File: src/rtl/mul_temporal.sv
// Unary-temporal multiplier for the uSystolic PE: thermometer-coded input x rate-coded weight.
// Optional build macro EARLY_TERM_EN ends the window once the input thermometer runs out.
module mul_temporal #(
  parameter int IWIDTH = 8,
  parameter int WWIDTH = 8
) (
  input  logic              clk,
  input  logic              rst_n,
  input  logic              en,
  input  logic              clr,
  input  logic              start,
  input  logic [IWIDTH-1:0] i_data,
  input  logic [WWIDTH-1:0] w_data,
  output logic              busy,
  output logic              valid,
  output logic              prod_bit,
  output logic              sign_i,
  output logic              sign_w,
  output logic              mac_done
);

  localparam int CW = IWIDTH - 1;
  localparam logic [CW-1:0] CNT_LAST = '1;

  generate
    if (WWIDTH != IWIDTH) begin : g_width_chk
      $error("mul_temporal: WWIDTH must equal IWIDTH");
    end
  endgenerate

  typedef enum logic [1:0] {IDLE, RUN, DONE} state_t;

  state_t            state_q, state_d;
  logic [CW-1:0]     cnt_q, cnt_d;
  logic [IWIDTH-1:0] mag_i_q, mag_i_d;
  logic [WWIDTH-1:0] mag_w_q, mag_w_d;
  logic              sign_i_q, sign_i_d;
  logic              sign_w_q, sign_w_d;
  logic              valid_q, valid_d;
  logic              prod_q, prod_d;
  logic              done_q, done_d;
  logic              ibit, wbit;

  // Two's-complement magnitude; the most negative value maps to 2^(IWIDTH-1).
  function automatic logic [IWIDTH-1:0] magnitude(input logic [IWIDTH-1:0] x);
    return x[IWIDTH-1] ? (~x + 1'b1) : x;
  endfunction

  function automatic logic [CW-1:0] bitrev(input logic [CW-1:0] c);
    logic [CW-1:0] r;
    for (int k = 0; k < CW; k++) r[k] = c[CW-1-k];
    return r;
  endfunction

  assign ibit = ({1'b0, cnt_q} < mag_i_q);
  assign wbit = ({1'b0, bitrev(cnt_q)} < mag_w_q);

  always_comb begin
    state_d  = state_q;
    cnt_d    = cnt_q;
    mag_i_d  = mag_i_q;
    mag_w_d  = mag_w_q;
    sign_i_d = sign_i_q;
    sign_w_d = sign_w_q;
    valid_d  = 1'b0;
    prod_d   = 1'b0;
    done_d   = 1'b0;
    if (clr) begin
      state_d = IDLE;
      cnt_d   = '0;
    end else begin
      case (state_q)
        IDLE: begin
          if (start) begin
            mag_i_d  = magnitude(i_data);
            mag_w_d  = magnitude(w_data);
            sign_i_d = i_data[IWIDTH-1];
            sign_w_d = w_data[WWIDTH-1];
            cnt_d    = '0;
            state_d  = RUN;
          end
        end
        RUN: begin
          if (en) begin
`ifdef EARLY_TERM_EN
            // Only reachable with mag_i == 0: no bit is ever emitted.
            if (!ibit) begin
              state_d = DONE;
              cnt_d   = '0;
            end else begin
              valid_d = 1'b1;
              prod_d  = wbit;
              if (cnt_q == CNT_LAST || ({1'b0, cnt_q} + IWIDTH'(1)) >= mag_i_q) begin
                state_d = DONE;
                cnt_d   = '0;
              end else begin
                cnt_d = cnt_q + 1'b1;
              end
            end
`else
            valid_d = 1'b1;
            prod_d  = ibit & wbit;
            if (cnt_q == CNT_LAST) begin
              state_d = DONE;
              cnt_d   = '0;
            end else begin
              cnt_d = cnt_q + 1'b1;
            end
`endif
          end
        end
        DONE: begin
          if (en) begin
            done_d  = 1'b1;
            state_d = IDLE;
          end
        end
        default: state_d = IDLE;
      endcase
    end
  end

  always_ff @(posedge clk or negedge rst_n) begin
    if (!rst_n) begin
      state_q  <= IDLE;
      cnt_q    <= '0;
      mag_i_q  <= '0;
      mag_w_q  <= '0;
      sign_i_q <= 1'b0;
      sign_w_q <= 1'b0;
      valid_q  <= 1'b0;
      prod_q   <= 1'b0;
      done_q   <= 1'b0;
    end else begin
      state_q  <= state_d;
      cnt_q    <= cnt_d;
      mag_i_q  <= mag_i_d;
      mag_w_q  <= mag_w_d;
      sign_i_q <= sign_i_d;
      sign_w_q <= sign_w_d;
      valid_q  <= valid_d;
      prod_q   <= prod_d;
      done_q   <= done_d;
    end
  end

  assign busy     = (state_q != IDLE);
  assign valid    = valid_q;
  assign prod_bit = prod_q;
  assign sign_i   = sign_i_q;
  assign sign_w   = sign_w_q;
  assign mac_done = done_q;

endmodule

File: config.mk
export PLATFORM = sky130hd
export DESIGN_NAME = mul_temporal
export DESIGN_NICKNAME = d
export VERILOG_FILES = /design/src/rtl/mul_temporal.sv
export SDC_FILE = /design/constraint.sdc
export NUM_CORES = 1
export LEC_CHECK = 0
export CAP_MARGIN = 20
export CORE_MARGIN = 1.5
export CORE_UTILIZATION = 48
export DETAILED_ROUTE_END_ITERATION = 7
export GPL_ROUTABILITY_DRIVEN = 0
export PLACE_DENSITY = 0.72
export SETUP_SLACK_MARGIN = 0.15
export SLEW_MARGIN = 20
export SYNTH_ARGS = -nofsm -noshare
export SYNTH_HDL_FRONTEND = slang
export SYNTH_SLANG_ARGS = --single-unit
File: constraint.sdc
create_clock -name clk -period 4 [get_ports clk]
set_input_delay 0.8 -clock clk [delete_from_list [all_inputs] [get_ports clk]]
set_output_delay 0.8 -clock clk [all_outputs]
set_load 0.005 [all_outputs]
[After elaboration in Yosys (flattened, before gate mapping)]
Cells that the tools add are included.
W data, S select, Z words.
Operators by class
  $add $sub $neg: 3
  $lt $le $gt $ge: 2
  equal/unequal tests: 7
  mux-type cells: 21
  bitwise gates (word level): 4
  reductions and logical operators: 6
Operators by type and width (count)
  $mux W7: 4
  $add A8 B1 Y8 const B: 2
  $lt A7 B8 Y1: 2
  $mux W8: 2
  $not A8 Y8: 2
  $pmux W7 S2: 1
  $ne A3 B3 Y1 const B: 4
  $mux W2: 5
  $mux W1: 8
  $add A7 B1 Y7 const B: 1
  $eq A7 B7 Y1 const B: 1
  $pmux W2 S3: 1
  $reduce_and A3 Y1: 2
  $reduce_and A4 Y1: 1
  $reduce_bool A3 Y1: 1
  $eq A2 B1 Y1 const B: 1
  $eq A2 B2 Y1 const B: 1
  $logic_not A2 Y1: 1
  $reduce_bool A2 Y1: 1
  $and A1 B1 Y1: 1
  $not A1 Y1: 1
Storage, ports and cells
  register bits: 30
  input bits: 21
  output and inout bits: 6
  logic and storage cells: 52

[Depth between registers and ports, before layout]
  depth in word-level cells: 5
  gate-level depth with buffers: 6

[Worst setup path after synthesis]
No wires, ideal clock.
  kind: input to register
  start point: input i_data[0]
  end point: register mag_i_q[6]
  setup time: 0.123 ns
  arrival time: 1.793 ns
  required time: 3.877 ns
  slack: 2.084 ns
  stages on the path: 6
  path through: inv_1 ha_1 or3b_1 o31ai_1 xor2_1 a21oi_1
Between the ends
  cells in the longest elaborated chain, start to end: 3
RTL lines
  start, declared: line 12  | input logic [IWIDTH-1:0] i_data,
  $not A8 Y8: line 46  | return x[IWIDTH-1] ? (~x + 1'b1) : x;
  $add A8 B1 Y8: line 46
  $mux W8: line 46
  end signal, assigned: line 137  | mag_i_q <= mag_i_d;
  end, declared: line 35  | logic [IWIDTH-1:0] mag_i_q, mag_i_d;
Every way passes these cells.
A chain may end at the register's enable or synchronous reset.

[Final worst setup path]
  start point: register state_q[1]
  end point: output busy
Between the ends
  cells in the longest elaborated chain, start to end: 1
RTL lines
  start, declared: line 33  | state_t state_q, state_d;
  start signal, assigned: line 135  | state_q <= state_d;
  $reduce_bool A2 Y1: line 147  | assign busy = (state_q != IDLE);
  end, declared: line 14  | output logic busy,
Every way passes these cells.

==> flow_metrics.env <==
export IMPL_synthDistinctLibCells=45
export IMPL_ys_seq_elements=30
export IMPL_final_nets=260
export IMPL_initial_core_util_pct=50.8
export IMPL_r2r_slack_ns=2.34
export IMPL_num_io_pins=27
export IMPL_p_per_area_nw_per_um2=324
export IMPL_synthSimpleGateAreaFrac_pct=18.7
export IMPL_path_cells="or2_2 -> clkdlybuf4s50_1"
export IMPL_row_count=22
export IMPL_drtIter0Drc=41
export IMPL_cts_hold_buf=0
export IMPL_vias=1447
export IMPL_synthAdderAreaFrac_pct=9.87
export IMPL_synth_area_per_cell_sq_um=9.65
export IMPL_synth_net_count=233
export IMPL_hold_viol=0
export IMPL_synth_mux_area_share_pct=4.74
export IMPL_ir_drop_mv=0.199
export IMPL_crit_slowest_cell="dfrtp_1"
export IMPL_synth_top_area_share_pct=39.5
export IMPL_cp_data_arrival_time_ns=1.55
export IMPL_fin_crit_sh_pct=58.8
export IMPL_crit_path_max_fanout=9
export IMPL_ys_async_sr_fraction_pct=100
export IMPL_synth_cells=197
export IMPL_die_w_um=65.9
export IMPL_synth_compound_gate_area_share_pct=14.7
export IMPL_htreeDepth=2
export IMPL_synth_largest_area_cell="dfrtp_1"
export IMPL_ys_warn_count=0
export IMPL_dieHeight_um=65.9
export IMPL_tightestPinTransition_ns=0.418
export IMPL_final_cell_mix="dfrtp_1, clkdlybuf4s50_1, nor2_1"
export IMPL_final_common_cell="dfrtp_1"
export IMPL_critPathBufInv=1
export IMPL_first_pass_iters=4
export IMPL_grt_max_degree=33
export IMPL_pre_cts_slack_ns=1.40
export IMPL_setup_ws_ns=1.65
export IMPL_setup_viol=0
export IMPL_n_antenna_cell=0
export IMPL_viasPerCell=5.32
export IMPL_area_delta_synth_final_pct=18.2
export IMPL_drive_gt1_share_pct=10.3
export IMPL_core_area_sq_um=3740
export IMPL_synth_top_family_by_area="simple AND/OR/NAND/NOR gates"
export IMPL_fmax_mhz=425
export IMPL_wl_per_cell_um=12.5
export IMPL_clock_sinks=30
export IMPL_rsz0062_at_grt="no"
export IMPL_numCtsBuffers=5
export IMPL_start_kind="register"
export IMPL_crit_type="reg2out"
export IMPL_grt_pass1_vias=1449
export IMPL_ant_nets=0
export IMPL_cts_tree="yes"
export IMPL_grt_usage_pct=18.6
export IMPL_clockRootBuffer="clkbuf_8"
export IMPL_yosys_top_cells_area="dfrtp_1, ha_1, a21oi_1"
export IMPL_post_cts_resized=0
export IMPL_power_static_leakage_nw=1.05
export IMPL_post_cts_buffers=0
export IMPL_io_buffers=26
export IMPL_clock_path_buffers=2
export IMPL_grt_antenna_before_repair=0
export IMPL_synth_xor_area_share_pct=5.07
export IMPL_synth_edf_count=0
export IMPL_synthesis_area_sq_um=1900
export IMPL_ys_seq_area_share_pct=39.5
export IMPL_clock_skew_ns=0.00616
export IMPL_required_ns=3.20
export IMPL_setup_tns_ns=0
export IMPL_overflow=0
export IMPL_critPathTopFamily="flip-flops"
export IMPL_die_area_sq_um=4350
export IMPL_finalMaxSlewViolations=0
export IMPL_wirelength_um=3410
export IMPL_drv_cap=0
export IMPL_min_period_ns=2.35
export IMPL_clk_pin_slew_ns=0.06
export IMPL_worstSetupEndpointType="output pin"
export IMPL_grt_pass1_wl_um=6090
export IMPL_synth_flop_cell="dfrtp_1"
export IMPL_max_stage_delay_ns=0.50
export IMPL_clock_latency_ns=0.28
export IMPL_drc_errors=0
export IMPL_place_hpwl_um=2540
export IMPL_status="completed"
export IMPL_relSlewSlack_pct=72.1
export IMPL_hp_class="reg2reg"
export IMPL_total_power_w=0.000729
-- sequential cells by signal, indices dropped and copies added, names as in the netlist --
register	count
cnt_q	7
mac_done	1
mag_i_q	8
mag_w_q	8
prod_bit	1
sign_i	1
sign_w	1
state_q	2
valid	1
-- synthesized netlist by cell type (all sizes together), types with 5 or more instances --
cell and number:
nand2 11, nor3 5, xor2 8, buf 6, o21ai 11, dfrtp 30, mux2 5, inv 20
nor2 22, ha 15, a21oi 19
-- metrics by stage --
stage,hold WS [ns],utilization (%),cell area (sq um),cells
CTS,0.504,60.0,2250,272
global placement,0.474,58.0,2170,265
detailed placement,0.484,58.0,2170,265
finish,0.498,60.0,2250,272
floorplan,0.450,-,1900,197
global route,0.534,60.0,2250,272
-- final timing paths --
path / startpoint / endpoint / cells after the start
setup / recovery: state_q[1]$_DFFE_PN0P_ / busy / 2
hold / removal: mag_i_q[0]$_DFFE_PN0P_ / mag_i_q[0]$_DFFE_PN0P_ / 1
setup reg to reg: cnt_q[1]$_DFFE_PN0P_ / prod_bit$_DFF_PN0_ / 5
hold reg to reg: mag_i_q[0]$_DFFE_PN0P_ / mag_i_q[0]$_DFFE_PN0P_ / 1
max in group asynchronous: rst_n / mag_i_q[1]$_DFFE_PN0P_ / 2
min in group asynchronous: rst_n / mac_done$_DFF_PN0_ / 2
-- where the power goes --
part	switching, W	total (W)	internal (W)	leakage (nW)
Sequential	0.0000201	0.000358	0.000338	0.372
Combinational	0.0000711	0.000149	0.0000781	0.636
Clock	0.000102	0.000222	0.000119	0.0383
Total	0.000193	0.000729	0.000535	1.05
-- cell families (layout without fill, tap and decap cells) --
logic type / count (synthesis) / count (layout)
DFF: 30 / 30
AOI/OAI and AO/OA: 44 / 44
muxes: 8 / 8
and+or+nand+nor: 61 / 61
xor gates and xnor gates: 11 / 11
buffers and inverters: 28 / 55
adders and majority gates: 15 / 15
-- cell type report --
class	instances	area (sq um)
timing repair buffer	28	275
tap	48	60.1
multi-input combinational	139	1010
sequential	30	751
clock buffer	7	76.3
fill	350	1500
inverter	20	75.1
-- metal layers --
layer / wire length [um] / vias up / GRT usage, %
met3: 101 / 8 / 4.60
met1: 1680 / 678 / 22.7
met5: 0 / - / 0
met2: 1560 / 21 / 30.9
met4: 61 / 0 / 8.07
li1: - / 740 / -
Power figures use the tool's default switching activity.
